===== src/rtl/fib_pkg.sv =====
// Shared types and constants for the Fibonacci sequence generator.
// Overflow policy selectors are compared against the OVF_MODE parameter.
package fib_pkg;

  typedef enum logic [1:0] {
    IDLE = 2'd0,
    RUN  = 2'd1,
    DONE = 2'd2
  } state_t;

  localparam int OVF_STOP = 0;
  localparam int OVF_WRAP = 1;

endpackage


===== src/rtl/fib_core.sv =====
// Term datapath: holds the current/next term pair and tracks whether the
// next term has left the representable range.
module fib_core #(
  parameter int WIDTH = 32
) (
  input  logic             clk,
  input  logic             rst,
  input  logic             load,
  input  logic             advance,
  input  logic [WIDTH-1:0] seed0,
  input  logic [WIDTH-1:0] seed1,
  output logic [WIDTH-1:0] a,
  output logic             b_ovf
);

  logic [WIDTH-1:0] b;
  logic [WIDTH:0]   sum;

  assign sum = {1'b0, a} + {1'b0, b};

  // b_ovf is sticky: once a term is unrepresentable, all later ones are too.
  always_ff @(posedge clk or posedge rst) begin
    if (rst) begin
      a     <= '0;
      b     <= '0;
      b_ovf <= 1'b0;
    end else if (load) begin
      a     <= seed0;
      b     <= seed1;
      b_ovf <= 1'b0;
    end else if (advance) begin
      a     <= b;
      b     <= sum[WIDTH-1:0];
      b_ovf <= b_ovf | sum[WIDTH];
    end
  end

endmodule


===== src/rtl/fib_sequencer.sv =====
// Start-triggered, bounded Fibonacci-type term source with a valid/ready
// output stream, index tagging and a selectable overflow policy.
module fib_sequencer
  import fib_pkg::*;
#(
  parameter int WIDTH    = 32,
  parameter int IDX_W    = 8,
  parameter int OVF_MODE = 0
) (
  input  logic             clk,
  input  logic             rst,
  input  logic             start,
  input  logic [WIDTH-1:0] seed0,
  input  logic [WIDTH-1:0] seed1,
  input  logic [IDX_W-1:0] count,
  input  logic             out_ready,
  output logic             out_valid,
  output logic [WIDTH-1:0] out_data,
  output logic [IDX_W-1:0] out_idx,
  output logic             busy,
  output logic             done,
  output logic             overflow
);

  localparam bit STOP_MODE = (OVF_MODE == OVF_STOP);

  state_t           state_reg, state_next;
  logic [IDX_W-1:0] idx_reg, idx_next;
  logic [IDX_W-1:0] count_reg, count_next;
  logic             overflow_reg, overflow_next;

  logic             load;
  logic             advance;
  logic             fire;
  logic             last;
  logic             b_ovf;
  logic [WIDTH-1:0] a;

  fib_core #(
    .WIDTH (WIDTH)
  ) u_core (
    .clk     (clk),
    .rst     (rst),
    .load    (load),
    .advance (advance),
    .seed0   (seed0),
    .seed1   (seed1),
    .a       (a),
    .b_ovf   (b_ovf)
  );

  assign fire = (state_reg == RUN) && out_ready;
  assign last = (idx_reg == count_reg - IDX_W'(1));

  always_ff @(posedge clk or posedge rst) begin
    if (rst) begin
      state_reg    <= IDLE;
      idx_reg      <= '0;
      count_reg    <= '0;
      overflow_reg <= 1'b0;
    end else begin
      state_reg    <= state_next;
      idx_reg      <= idx_next;
      count_reg    <= count_next;
      overflow_reg <= overflow_next;
    end
  end

  always_comb begin
    state_next    = state_reg;
    idx_next      = idx_reg;
    count_next    = count_reg;
    overflow_next = overflow_reg;
    load          = 1'b0;
    advance       = 1'b0;

    case (state_reg)
      IDLE, DONE: begin
        if (start) begin
          overflow_next = 1'b0;
          count_next    = count;
          idx_next      = '0;
          if (count == '0) begin
            state_next = DONE;
          end else begin
            load       = 1'b1;
            state_next = RUN;
          end
        end
      end

      RUN: begin
        if (fire) begin
          if (last) begin
            state_next = DONE;
          end else if (STOP_MODE && b_ovf) begin
            // Next term is unrepresentable: end on the largest valid one.
            state_next    = DONE;
            overflow_next = 1'b1;
          end else begin
            advance  = 1'b1;
            idx_next = idx_reg + IDX_W'(1);
            if (b_ovf) begin
              overflow_next = 1'b1;
            end
          end
        end
      end

      default: state_next = IDLE;
    endcase
  end

  assign out_valid = (state_reg == RUN);
  assign busy      = (state_reg == RUN);
  assign done      = (state_reg == DONE);
  assign out_data  = a;
  assign out_idx   = idx_reg;
  assign overflow  = overflow_reg;

endmodule

===== config.mk =====
export PLATFORM = sky130hd
export DESIGN_NAME = fib_sequencer
export DESIGN_NICKNAME = d
export VERILOG_FILES = /design/src/rtl/fib_pkg.sv /design/src/rtl/fib_core.sv /design/src/rtl/fib_sequencer.sv
export SDC_FILE = /design/constraint.sdc
export NUM_CORES = 1
export LEC_CHECK = 0
export BUFFER_PORTS_ARGS = -buffer_cell sky130_fd_sc_hd__buf_2
export CORE_MARGIN = 2
export CORE_UTILIZATION = 50
export CTS_CLUSTER_DIAMETER = 120
export DETAILED_ROUTE_END_ITERATION = 10
export MAX_ROUTING_LAYER = met4
export PLACE_DENSITY = 0.84
export SLEW_MARGIN = 0
export SYNTH_ARGS = -nofsm -noshare
export SYNTH_HDL_FRONTEND = slang
export SYNTH_SLANG_ARGS = --single-unit
export TNS_END_PERCENT = 1

===== constraint.sdc =====
create_clock -name clk -period 2.46 [get_ports clk]
set_input_delay 0.246 -clock clk [delete_from_list [all_inputs] [get_ports clk]]
set_output_delay 0.246 -clock clk [all_outputs]
set_load 0.05 [all_outputs]

==> summary.md, run 1 <==
| Metric | Value |
|---|---|
| Post-synthesis sequential area ratio | 0.386 |
| Syn Std Cell Area | 5450 µm² |
| Chip Height | between 100 and 150 µm |
| CTS Buf Count | 9 |
| Biggest regs | u_core.a (32), u_core.b (32) |
| Synth Area in XOR/XNOR | 0.0659 |
| Distinct cells, synth | 56 |
| Compound-Gate Fraction of Synth Area | 0.207 |
| Detail-routed via count per cell | 5.78 |
| Final wirelength | 16.5 mm |
| Largest family of logic cells by synthesized area | simple AND/OR/NAND/NOR gates |
| Core Rows | 38 |
| Number of max-cap violations | 0 |
| Clock network latency to the later pin of the worst-skew pair | 0.37 ns |
| Unrepaired setup endpoints after global routing | yes |
| Violated checks | negative setup slack |
| Crit end category | register |
| Hold Path Class | in -> reg |
| Count leader, synth | nor2_1 |
| Crit Reg-Reg Startpoint | u_core.b[12]$_DFFE_PP0P_ |
| Layout cells sized above 1 | 0.350 |
| Number of synthesized register bits | 84 |
| Core Area | 10,700 µm² |
| Leading area contributor after synthesis | dfrtp_1 |
| DIE AREA | 11,700 µm² |
| Post-route ant nets | 0 |
| Initial antenna violation count | 0 |
| Drt pass-1 iters | 6 |
| Vias in the first global route | 5,618 |
| Reg clk slew, reported paths | 0.09 ns |
| Largest net degree at the start of global routing | 67 |
| Area Growth Syn to Fin | 38.5% |
| Max Slew Vio Count | 0 |
| Share of Yosys cell area claimed by the top area cell type | 0.386 |
| WL/cell | 16.4 µm |
| Max FO, Critical Path | 6 |
| Hold path start | count[2] |
| CTS max path bufs | 2 |
| H-tree levels | 3 |
| Max Clock Freq | 380 MHz |
| Cell count after synthesis | ~650 |
| Detailed placer's ending HPWL | 10.8 mm |
| Starting Density | 0.507 |
| Gr ovfl total | 0 |
| Final min period | 2.63 ns |
| DRC Markers | 0 |
| Input/output buffers | ~120 |
| Synth cell count leaders | nor2_1 (107), nand2_1 (88), dfrtp_1 (84) |
| # diodes | 0 |
| CTS tree | built |
| Syn nets | 765 |
| # fillers | 790 |
| Crit share post-route | 1.07 |
| Simple-gate share of the synthesized area | 0.216 |
| First-pass GRT wire length | 25.9 mm |
| Final WS setup | -0.173 ns |
| Most area-consuming cells after synthesis | dfrtp_1 (39%), ha_1 (7.8%), nor2_1 (7.4%), nand2_1 (6.1%), o22ai_1 (5.2%) |
| CTS Root Buffer Type | clkbuf_8 |
| Post-Route Skew | roughly 0.013 ns |
| Via count | 5,792 |
| Slew HR | 0.184 |
| Critical Path RT | around 2.7 ns |
| Main synth FF type | dfrtp_1 |
| Syn avg cell area | 8.33 µm² |
| Adder-cell share of the synthesized area | 0.0818 |
| Final setup viols | 25 |
| Startpoint Class | register |
| Gpl congestion | between 0.9 and 1 |
| EDFF count, synth | 0 |
| Crit Path Class | reg -> reg |
| Outcome | finished, violations left |
| Post-route insts no fill | 1,002 |
| Worst-Margin Slew | 1.22 ns |
| Synth warn | 0 |
| Post-synthesis mux area share | 0.00551 |
| All-Layer GR Usage | 0.282 |
| Post-synth ARST share | 1.00 |
| CP startpoint | u_core.b[12]$_DFFE_PP0P_ |
| Total clock sinks | 84 |
| Initial DRC Count | 368 |
| Final Hold Fails | 0 |
| # nets final | 968 |
| Die W | 108 µm |
| I/O pin count | 120 |
| CP arrival | roughly 2.9 ns |
| Cells after DPL | 960 |
placed cells by master (no fill, tap or decap), types with 4 or more instances in the layout:
master / instances
nand2_1: 87
dfrtp_2: 10
o21ai_1: 11
a31oi_1: 7
buf_6: 4
ha_1: 24
nor3_1: 4
nor3_2: 4
ha_4: 10
xor2_1: 16
nor2_1: 105
a21oi_2: 6
a21oi_1: 34
buf_2: 120
dfrtp_1: 74
and3_1: 8
buf_4: 92
o22ai_1: 43
xnor2_1: 24
o21a_1: 4
o211ai_1: 4
inv_1: 16
nand3_1: 14
a21o_1: 9
buf_12: 5
o21ai_0: 23
nand2b_1: 6
clkbuf_8: 10
nand4_1: 5
o21bai_1: 4
nor2b_1: 6
cells by family (layout without fill, tap and decap cells):
logic type      Yosys count  count (layout)
xor+xnor                 41              41
fa+ha+maj                35              35
flops                    84              84
compound gates          178             178
mux                       3               3
simple gates            264             264
buf+inv                  49             257
critical path: stages, from the launching register on:
cell       delay [ns]
dfrtp_1          0.41
ha_4             0.28
a211oi_2         0.17
o211ai_1         0.15
a221oi_2         0.33
a31oi_2          0.17
a31oi_4          0.27
o2111ai_2        0.15
a31oi_2          0.22
xor2_1           0.23
o21ai_1          0.13
final cells by class:
| class | instances | area [µm²] | share of cell area |
|---|---|---|---|
| clock buffers | 12 | 145 | 0.0192 |
| flip-flops and latches | 84 | 2110 | 0.280 |
| well taps | 140 | 175 | 0.0232 |
| inverters | 19 | 75.1 | 0.00995 |
| clock inverters | 4 | 97.6 | 0.0129 |
| multi-input cells | 521 | 3490 | 0.463 |
| repair buffers | 222 | 1450 | 0.192 |
path summary, 6_finish.rpt:
| kind | to | slack (ns) | depth (start not counted) |
|---|---|---|---|
| worst max-delay path | u_core.b[31]$_DFFE_PP0P_ | -0.17 | 10 |
| worst min-delay path | count_reg[2]$_DFFE_PP0P_ | 0.08 | 3 |
| worst max register to register | u_core.b[31]$_DFFE_PP0P_ | -0.17 | 10 |
| worst min register to register | count_reg[7]$_DFFE_PP0P_ | 0.51 | 2 |
| max in group asynchronous | u_core.a[1]$_DFFE_PP0P_ | 1.30 | 4 |
| min in group asynchronous | u_core.b[4]$_DFFE_PP0P_ | 0.43 | 3 |
stage by stage:
| step | TNS [ns] | hold WS, ns | area (µm²) | setup slack (ns) | utilization |
|---|---|---|---|---|---|
| 2_1_floorplan | -1.47 | 0.351 | 5470 | -0.138 | - |
| 6_report | -1.13 | 0.0777 | 7550 | -0.173 | 0.702 |
| 4_1_cts | -0.122 | 0.0759 | 7280 | -0.0505 | 0.678 |
| 3_3_place_gp | -1.31 | 0.277 | 6750 | -0.189 | 0.628 |
| 5_1_grt | -6.66 | 0.0837 | 7550 | -0.265 | 0.702 |
| 3_5_place_dp | -2.78 | 0.290 | 6750 | -0.228 | 0.628 |
per-layer routing:
layer  vias to the layer above  part of all wire  GRT usage
met1                      2740              0.42      0.360
met2                       273              0.49      0.460
li1                       2727                 -          -
met3                        52             0.068     0.0404
met4                         0             0.028      0.103
met5                         -                 0          -
repair_timing:
action | CTS | global route
pin swaps | 20 | 39
buffers inserted | 12 | 13
resized for setup | 37 | 41
cloned | 1 | 0
setup endpoints to repair | 56 | 72
hold endpoints to repair | 18 | 0
hold buffers | 1 | 0
Power of run 1 is left out: the tool's default activity adds up to more than one toggle a clock period on the data nets, which glitch-free logic cannot reach.
==> run 2, diff against run 1 <==
==> constraint.sdc (replaced) <==
create_clock -name clk -period 2.46 [get_ports clk]
set_input_delay 0.246 -clock clk [delete_from_list [all_inputs] [get_ports clk]]
set_output_delay 0.246 -clock clk [all_outputs]
set_load 0.1 [all_outputs]
==> run 2 against run 1 <==
The flow finishes with violations (negative hold slack, negative setup slack). Cell count shrank 2.1%. Wire length shrank 1.9%. Clock skew shrank 0.0019 ns. First-iteration DRC count grew 11%. Setup slack gained 0.085 ns. Core utilization shrank 2.3 points. Critical path depth is the same. Highest routed layer unchanged.
==> summary.md, run 2 (synthesis results as in run 1) <==
| Metric | Value |
|---|---|
| Drt pass-1 iters | 5 |
| Max FO, Critical Path | 8 |
| Starting Density | 0.507 |
| Most common cell after layout, fill and taps aside | buf_2 |
| Reg2reg setup slack | -0.09 ns |
| Gr ovfl total | 0 |
| Slew HR | 0.493 |
| Detail-routed via count per cell | around 5.7 |
| H-tree levels | 3 |
| All-Layer GR Usage | 0.288 |
| Final Hold Fails | 40 |
| # nets final | about 950 |
| Clock network latency to the later pin of the worst-skew pair | 0.38 ns |
| Outcome | finished, violations left |
| WL/cell | between 15 and 20 µm |
| Crit end category | register |
| Commonest cells after routing, fill and taps aside | buf_2 (119), nor2_1 (107), nand2_1 (87) |
| Largest net degree at the start of global routing | 45 |
| Hold WS | -0.0289 ns |
| Final setup viols | 19 |
| Setup TNS | -0.566 ns |
| Chip Height | around 110 µm |
| Crit share post-route | 1.04 |
| Worst Setup EP | u_core.b[29]$_DFFE_PP0P_ |
| Core Rows | 38 |
| Post-Route Skew | 0.0114 ns |
| Vias in the first global route | 5,650 |
| Gpl congestion | 0.941 |
| CP startpoint | u_core.b[12]$_DFFE_PP0P_ |
| Crit Path Class | reg -> reg |
| Input/output buffers | 119 |
| Violated checks | negative hold slack, negative setup slack |
| Critical path buffers and inverters | 0 |
| CP arrival | 2.81 ns |
| Area Growth Syn to Fin | 34.0% |
| Startpoint Class | register |
| Critical Path Max Stage Delay | between 0.4 and 0.5 ns |
| # diodes | 0 |
| Most Frequent Cell on Critical Path | a31oi_4 |
| CTS max path bufs | 2 |
| Max Clock Freq | 392 MHz |
| Initial DRC Count | 410 |
| CP Depth | 10 |
| Final wirelength | 16.2 mm |
| Core Area | 10,700 µm² |
| Biggest regs | u_core.a (32), u_core.b (32) |
| Critical Path RT | 2.73 ns |
| Reg clk slew, reported paths | 0.09 ns |
| CTS Root Buffer Type | clkbuf_8 |
| Initial antenna violation count | 0 |
| First-pass GRT wire length | 26.2 mm |
| I/O pin count | 120 |
| Total clock sinks | 84 |
| Multi-input logic area | 3390 µm² |
| R2R depth | 10 |
| CTS Buf Count | 9 |
| Max Slew Vio Count | 0 |
| Seq. cell area | 2130 µm² |
| Cell family with most CP delay | compound AO/OA/AOI/OAI gates |
| Detailed placer's ending HPWL | between 10 and 15 mm |
| DIE AREA | approximately 12,000 µm² |
| DRC Markers | 0 |
| Layout cells sized above 1 | 0.334 |
| Crit path max-delay cell type | dfrtp_1 |
| # fillers | 859 |
| Worst-Margin Slew | roughly 0.76 ns |
| Post-route ant nets | 0 |
| Crit Reg-Reg Startpoint | u_core.b[12]$_DFFE_PP0P_ |
| Worst R2R End | u_core.b[29]$_DFFE_PP0P_ |
| Critical path cell sequence | ha_4 -> a211oi_2 -> o211ai_1 -> a221oi_2 -> a31oi_4 -> a31oi_4 -> o2111ai_1 -> a31oi_1 -> xor2_1 -> o21ai_0 |
| Via count | roughly 5,600 |
| Hold Path Class | in -> async |
| Final min period | around 2.5 ns |
| Die W | around 110 µm |
| Number of max-cap violations | 0 |
| Final WS setup | -0.0889 ns |
| Unrepaired setup endpoints after global routing | yes |
| CTS tree | built |
## run 2: repair_timing
| action | in CTS | in global routing |
|---|---|---|
| hold buffers | 0 | 0 |
| pin swaps | 12 | 11 |
| gates resized for setup | 25 | 12 |
| cloned | 1 | 0 |
| setup buffers | 3 | 6 |
| endpoints found under the setup margin | 71 | 72 |
## run 2: worst min-delay path by stage
stage	slack (ns)	to	startpoint
CTS	0.0006	u_core.a[12]$_DFFE_PP0P_	rst
global route	0.03	count_reg[3]$_DFFE_PP0P_	rst
global placement	0.39	state_reg[0]$_DFFE_PP0P_	rst
floorplan	0.35	count_reg[2]$_DFFE_PP0P_	count[2]
detailed placement	0.41	count_reg[3]$_DFFE_PP0P_	rst
finish	-0.03	count_reg[4]$_DFFE_PP0P_	rst
## run 2: area by class of cell
| class | count | area share |
|---|---|---|
| clock buffers | 9 | 0.0170 |
| clock inverters | 7 | 0.0158 |
| inverters | 19 | 0.00994 |
| multi-input cells | 521 | 0.465 |
| flip-flops and latches | 84 | 0.292 |
| well taps | 140 | 0.0240 |
| repair buffers | 201 | 0.176 |
## run 2: layer usage
metal  global-route usage  up-vias  wire length (µm)
met1                0.352     2655              6710
met2                0.478      250              8050
met5                    -        -                 0
met4                0.118        0               364
li1                     -     2687                 -
met3               0.0446       35              1030
## run 2: through the flow
step	setup slack, ns	hold WS [ns]	std cells	util	area [µm²]
finish	-0.0889	-0.0289	981	0.679	7300
global route	-0.217	0.0340	981	0.679	7300
CTS	-0.0263	0.000581	975	0.671	7210
detailed placement	-0.234	0.406	955	0.633	6800
global placement	-0.0631	0.390	955	0.633	6800
floorplan	-0.179	0.351	654	-	5570
Power of run 2 is left out for the same reason.
==> run 3, diff against run 2 <==
--- a/config.mk
+++ b/config.mk
@@ -12,6 +12,7 @@
 export DETAILED_ROUTE_END_ITERATION = 10
 export MAX_ROUTING_LAYER = met4
 export PLACE_DENSITY = 0.84
+export SKIP_LAST_GASP = 1
 export SLEW_MARGIN = 0
 export SYNTH_ARGS = -nofsm -noshare
 export SYNTH_HDL_FRONTEND = slang
==> run 3 against run 2 <==
The flow still finishes with violations (negative hold slack, negative setup slack). Sequential share of layout area hardly changed. Register-to-register slack worse by 0.03 ns. Clock skew is 0.0029 ns higher. Via count rose by 1.0%. Global-route usage is essentially flat. Critical path type unchanged. Hold slack improved by 0.0046 ns. First-iteration DRC count shrank 15%. Cell area decreased by 0.14%. Count of clock-buffer cells in the layout did not move.
==> summary.md, run 3 (synthesis results as in run 1) <==
| Metric | Value |
|---|---|
| Critical Path RT | 2.70 ns |
| Cells after DPL | 955 |
| Place WS | -0.234 ns |
| All-Layer GR Usage | 0.288 |
| Hold WS | -0.0244 ns |
| Initial antenna violation count | 0 |
| Hold Path Class | in -> async |
| Input/output buffers | 119 |
| Crit end category | register |
| Drt pass-1 iters | 5 |
| WL/cell | 16.6 µm |
| Unrepaired setup endpoints after global routing | yes |
| Number of max-cap violations | 0 |
| # diodes | 0 |
| Clock network latency to the later pin of the worst-skew pair | 0.38 ns |
| Hold buffers post-CTS | 0 |
| First-pass GRT wire length | between 20 and 30 mm |
| Post-Route Skew | ~0.014 ns |
| Core Rows | 38 |
| Gpl congestion | 0.941 |
| Largest net degree at the start of global routing | 45 |
| Detailed placer's ending HPWL | 11.6 mm |
| Crit Path Class | reg -> reg |
| Reg clk slew, reported paths | roughly 0.090 ns |
| CTS Root Buffer Type | clkbuf_8 |
| Crit share post-route | 1.05 |
| Starting Density | 0.507 |
| Final Util | 0.679 |
| Final setup viols | 37 |
| Initial DRC Count | 350 |
| Area Growth Syn to Fin | 33.8% |
| Most common cell after layout, fill and taps aside | buf_2 |
| DIE AREA | 11,700 µm² |
| Commonest cells after routing, fill and taps aside | buf_2 (119), nor2_1 (107), nand2_1 (87) |
| Max Clock Freq | between 300 and 400 MHz |
| Die W | 108 µm |
| Max Slew Vio Count | 0 |
| Max FO, Critical Path | 3 |
| Core Area | 10,700 µm² |
| Vias in the first global route | 5,638 |
| # fillers | 862 |
| H-tree levels | 3 |
| CTS max path bufs | 2 |
| CTS Buf Count | 9 |
| DRC Markers | 0 |
| # nets final | 950 |
| Violated checks | negative hold slack, negative setup slack |
| Worst-Margin Slew | 0.768 ns |
| Chip Height | ~110 µm |
| Biggest regs | u_core.a (32), u_core.b (32) |
| Slew HR | 0.488 |
| Via count | 5,683 |
| Crit Reg-Reg Startpoint | u_core.b[0]$_DFFE_PP0P_ |
| Post-route ant nets | 0 |
| Gr ovfl total | 0 |
| Final WS setup | -0.115 ns |
| Final wirelength | 16.3 mm |
| CP startpoint | u_core.b[0]$_DFFE_PP0P_ |
| Detail-routed via count per cell | 5.78 |
| I/O pin count | 120 |
| CTS tree | built |
| Layout cells sized above 1 | 0.332 |
| CP arrival | ~2.8 ns |
| Final min period | 2.58 ns |
| Final Hold Fails | 40 |
| Post-route insts no fill | 984 |
| Outcome | finished, violations left |
| Startpoint Class | register |
| Total clock sinks | 84 |
run 3: final cells by class:
type | count | area [µm²] | share of cell area
tap | 140 | 175 | 0.0240
timing repair buffer | 203 | 1290 | 0.177
clock buffer | 9 | 124 | 0.0170
multi-input combinational | 522 | 3380 | 0.464
inverter | 19 | 72.6 | 0.00995
clock inverter | 7 | 115 | 0.0158
sequential | 84 | 2130 | 0.293
run 3: metrics by stage:
step,area (µm²),hold slack (ns),setup TNS [ns]
4_1_cts,7200,0.000581,-0.196
5_1_grt,7290,0.0340,-10.88
3_3_place_gp,6800,0.390,-0.549
6_report,7290,-0.0244,-1.16
2_1_floorplan,5570,0.351,-10.99
3_5_place_dp,6800,0.406,-4.04
run 3: per-layer routing:
| metal | up-vias | track usage | share of wire |
|---|---|---|---|
| li1 | 2696 | - | - |
| met1 | 2706 | 0.352 | 0.42 |
| met2 | 245 | 0.476 | 0.50 |
| met3 | 36 | 0.0446 | 0.058 |
| met4 | 0 | 0.118 | 0.022 |
| met5 | - | - | 0 |
run 3: worst paths after layout:
| path | endpoint | slack, ns | cells past startpoint |
|---|---|---|---|
| worst max-delay path | u_core.b[26]$_DFFE_PP0P_ | -0.12 | 13 |
| worst min-delay path | overflow$_DFFE_PP0P_ | -0.02 | 2 |
| worst max register to register | u_core.b[26]$_DFFE_PP0P_ | -0.12 | 13 |
| worst min register to register | overflow$_DFFE_PP0P_ | 0.50 | 2 |
| max in group asynchronous | u_core.a[20]$_DFFE_PP0P_ | 1.76 | 3 |
| min in group clk | count_reg[5]$_DFFE_PP0P_ | 0.08 | 3 |
run 3: timing repair:
action,4_1_cts,5_1_grt
buffers inserted,3,8
pin swaps,11,5
setup endpoints to repair,71,72
cloned,1,1
resized for setup,20,6
run 3: worst max-delay path, cell delays in order (launching register included):
cell	delay (ns)
dfrtp_1	0.40
ha_4	0.16
inv_1	0.05
fa_2	0.36
nor2b_4	0.14
o21ai_2	0.08
a21oi_2	0.20
o211ai_1	0.12
nand2_2	0.17
a31oi_4	0.12
buf_4	0.16
o21ai_0	0.26
xnor2_1	0.16
a21oi_1	0.08
Power of run 3 is left out for the same reason.
